`config.mk`:
```
export PLATFORM = sky130hd
export DESIGN_NAME = reg_cdc_hs_rx
export DESIGN_NICKNAME = d
export VERILOG_FILES = /design/src/rtl/reg_cdc_hs_rx_pkg.sv /design/src/rtl/reg_cdc_hs_rx.sv
export SDC_FILE = /design/constraint.sdc
export NUM_CORES = 1
export LEC_CHECK = 0
export BUFFER_PORTS_ARGS = -buffer_cell sky130_fd_sc_hd__buf_2
export CAP_MARGIN = 20
export CORE_MARGIN = 2
export CORE_UTILIZATION = 45
export DETAILED_ROUTE_END_ITERATION = 6
export GPL_TIMING_DRIVEN = 0
export PLACE_DENSITY = 0.73
export SYNTH_ARGS = -nofsm -noshare
export SYNTH_HDL_FRONTEND = slang
export SYNTH_SLANG_ARGS = --single-unit
```
`constraint.sdc`:
```
create_clock -name dst_clk -period 3.4 [get_ports dst_clk]
set_input_delay 0.17 -clock dst_clk [delete_from_list [all_inputs] [get_ports dst_clk]]
set_output_delay 0.17 -clock dst_clk [all_outputs]
set_load 0.01 [all_outputs]
```
`src/rtl/reg_cdc_hs_rx_pkg.sv`:
```
// reg_cdc_hs_rx_pkg: state encoding and settle-counter sizing shared by the CDC handshake receiver.
package reg_cdc_hs_rx_pkg;
    typedef enum logic [1:0] {IDLE, SETTLE, PRESENT, WAIT_LOW} state_t;
    localparam int SETTLE_W = 4;
endpackage

```
`src/rtl/reg_cdc_hs_rx.sv`:
```
// reg_cdc_hs_rx: destination side of a 4-phase req/ack crossing; waits for data_in to settle, presents it on valid/ready, then acks.
module reg_cdc_hs_rx
    import reg_cdc_hs_rx_pkg::*;
#(
    parameter int DATA_W        = 32,
    parameter int SETTLE_CYCLES = 2,
    parameter int CNT_W         = 16
) (
    input  logic              dst_clk,
    input  logic              dst_rst,
    input  logic              req_in,
    input  logic [DATA_W-1:0] data_in,
    output logic              ack_out,
    output logic [DATA_W-1:0] out_data,
    output logic              out_valid,
    input  logic              out_ready,
    output logic [CNT_W-1:0]  xfer_count,
    output logic              proto_err
);
    state_t              state;
    logic [SETTLE_W-1:0] cnt;
    always_ff @(posedge dst_clk) begin
        if (dst_rst) begin
            state      <= IDLE;
            cnt        <= '0;
            ack_out    <= 1'b0;
            out_data   <= '0;
            out_valid  <= 1'b0;
            xfer_count <= '0;
            proto_err  <= 1'b0;
        end else begin
            case (state)
                IDLE: begin
                    ack_out <= 1'b0;
                    if (req_in) begin
                        state <= SETTLE;
                        cnt   <= '0;
                    end
                end
                SETTLE: begin
                    // a request that drops before capture is a glitch or an early release
                    if (!req_in) begin
                        proto_err <= 1'b1;
                        state     <= IDLE;
                    end else if (cnt == SETTLE_W'(SETTLE_CYCLES - 1)) begin
                        out_data  <= data_in;
                        out_valid <= 1'b1;
                        state     <= PRESENT;
                    end else begin
                        cnt <= cnt + 1'b1;
                    end
                end
                PRESENT: begin
                    if (!req_in) proto_err <= 1'b1;
                    if (out_ready) begin
                        out_valid <= 1'b0;
                        ack_out   <= 1'b1;
                        state     <= WAIT_LOW;
                    end
                end
                WAIT_LOW: begin
                    if (!req_in) begin
                        ack_out    <= 1'b0;
                        xfer_count <= xfer_count + 1'b1;
                        state      <= IDLE;
                    end
                end
                default: state <= IDLE;
            endcase
        end
    end
endmodule
```
==> out/metrics.cfg <==
[status]
status = finished clean

[power_and_ir_drop]
vdd_drop_max_v = 0.000210
p_sw_mw = 0.318
p_total_mw = 1.38
internal-power_mw = 1.06
power.density_mw_per_mm2 = 444
sw_frac_of_total = 0.231
pwr-share-seq = 0.495
p_clk_frac = 0.432
pwr-share-comb = 0.073
leakage_nw = 1.36

[clock_tree]
cts_root_buffer = clkbuf_8
clk_pin_slew_ns = 0.06
cts_hold_buffers = 0
cts-buffers-inserted = 9
cts_setup_buffers = 0
postCtsResizedCells = 0
htreeDepth = 3
clkSinkCount = 57
cts_buffer_depth = 2
clk_latency_ns = 0.32
cts_tree = done

[die]
core_area_mm2 = 0.00514
die_x_um = 77.0
floorplan.rows = 26
initial_core_util = 0.466
die-area_mm2 = 0.00593
ios = 87
die_h_um = 77.0

[drt]
drt-total-wl_um = 5540
drtPass1Iterations = 4
drt_iter0_markers = 57
wirelength_met1_um = 2570
ant_nets = 0
num_vias = 2262
dr_wl_met3_um = 297
routedWlPerCell_um = 12.1
top_layer = met4
drc_errors = 0
routed_via_density = 4.94
wl_met2_um = 2570

[timing]
setup_viol = 0
hold_viol = 0
tightest_slew_ns = 0.519
fin_crit_sh = 0.559
slew_headroom = 0.654
hold_ws_ns = 0.0772
timing.final.crit_period_ns = 1.90
fin_setup_tns_ns = 0
max_freq_ghz = 0.526
slew_violations = 0
fin_worst_skew_ns = 0.00554
rsz0062_at_grt = no

[worst_setup_path]
crit_path_end_kind = register
cp_max_fo = 6
cp_top_family = simple AND/OR/NAND/NOR gates
slowest_stage = dfxtp_1
cpPeakStageDelay_ns = 0.42
worstPathArrival_ns = 2.11
required_ns = 3.61
critPathBufInv = 1
crit_chain = ha_1 -> and4b_1 -> buf_4 -> nand2_1 -> nor4_2 -> mux2_2
reg2reg_slack_ns = 1.50
critical_path_class = reg -> reg
cp-start-kind = register

[yosys]
yosys.cell_types.count = 37
synth_edf_count = 0
synth_ff_type = dfxtp_1
syn_area_per_cell_um2 = 8.38
ys_warn_count = 0
async_flop_share = 0
synth_area_mm2 = 0.00240
netlist_top_cells_area = dfxtp_1 48%, nand2_1 11%, a21oi_1 8.6%
ys_seq_area_frac = 0.476
ys_ff_latch = 57
synth_top_area_frac = 0.476
yosysTopAreaCell = dfxtp_1
syn_inst = 286
syn-num-nets = 330

[grt]
grt_use_total = 0.191
grt_max_degree = 11
overflow = 0
antenna_found_initial = 0
grt_pass1_wl_um = 9260
grt_pass1_vias = 2105

[placed_design]
dp_hpwl_um = 4020
numPortBuffers = 86
place_congestion = 0.804

[layout]
fin_nets = 427
fin_util = 0.605
layout-drive-gt1-share = 0.291
area_growth_pct = 29.6
layout_commonest_cell = buf_2
n_fill_cell = 486
layout_common_cells = 90 x buf_2, 72 x nand2_1, 57 x dfxtp_1
antennaDiodeCount = 0

[flow_run]
maxCapViolations = 0

[hold_path]
holdCritPathClass = in -> reg

==> per-layer routing <==
metal / up-vias / global-route usage
li1: 1162 / -
met1: 1027 / 0.239
met2: 63 / 0.320
met3: 10 / 0.0365
met4: 0 / 0.0839
met5: - / 0
==> through the flow <==
stage	setup WS, ns	cells	area, um^2
after global placement	1.55	442	2920
after CTS	1.50	458	3110
after floorplan	1.78	286	2400
after global routing	1.33	458	3110
final	1.50	458	3110
after detailed placement	1.52	442	2920
==> kinds of logic (layout without fill, tap and decap cells) <==
family / Yosys count / in the layout / share of synthesized area
AO/OA/AOI/OAI: 60 / 60 / 0.136
AND/OR/NAND/NOR: 120 / 120 / 0.242
XOR/XNOR: 12 / 12 / 0.0438
adder cells (fa/ha/maj): 8 / 8 / 0.0418
multiplexers: 3 / 3 / 0.0130
buffers and inverters: 26 / 128 / 0.0475
flip-flops: 57 / 57 / 0.476
==> layout make-up <==
class | count | area (um^2) | share of cell area
Buffer | 16 | 76.3 | 0.0246
Clock buffer | 14 | 183 | 0.0588
Clock inverter | 2 | 10.0 | 0.00322
Inverter | 10 | 37.5 | 0.0121
Multi-Input combinational cell | 203 | 1140 | 0.368
Sequential cell | 57 | 1140 | 0.367
Tap cell | 70 | 87.6 | 0.0282
Timing Repair Buffer | 86 | 430 | 0.138
==> power by group through the flow <==
| stage | combinational, mW | clock (mW) | sequential, mW |
|---|---|---|---|
| finish | 0.100 | 0.596 | 0.683 |
| detailed placement | 0.100 | 0 | 0.698 |
| global route | 0.112 | 0.641 | 0.684 |
| global placement | 0.0988 | 0 | 0.697 |
| CTS | 0.101 | 0.609 | 0.683 |
| floorplan | 0.0563 | 0 | 0.700 |
==> flip-flops by register name (all words and copies together) (netlist names), named ones only <==
| signal | cells |
|---|---|
| proto_err | 1 |
| state | 1 |
| out_valid | 1 |
| out_data | 32 |
| ack_out | 1 |
| xfer_count | 16 |
| cnt | 4 |
==> worst paths after layout <==
path | endpoint | startpoint | cells past startpoint
max | xfer_count[15] | register | 6
min | out_valid | out_ready | 2
max reg2reg | xfer_count[15] | register | 6
min reg2reg | out_data[30] | out_data[30] | 2
==> synth_stat cells, types with 2 or more instances <==
cell type	instances
a211oi_1	3
a21oi_1	41
a31oi_1	4
and4_1	3
buf_1	2
buf_2	4
clkbuf_1	8
dfxtp_1	57
ha_1	8
inv_1	10
mux2i_1	2
nand2_1	72
nand3_1	3
nand4_1	6
nor2_1	15
nor2b_1	4
nor3_1	4
o21ai_0	8
or3_1	3
or4_1	2
xnor2_1	6
xor2_1	6
(Power assumes the default switching activity.)
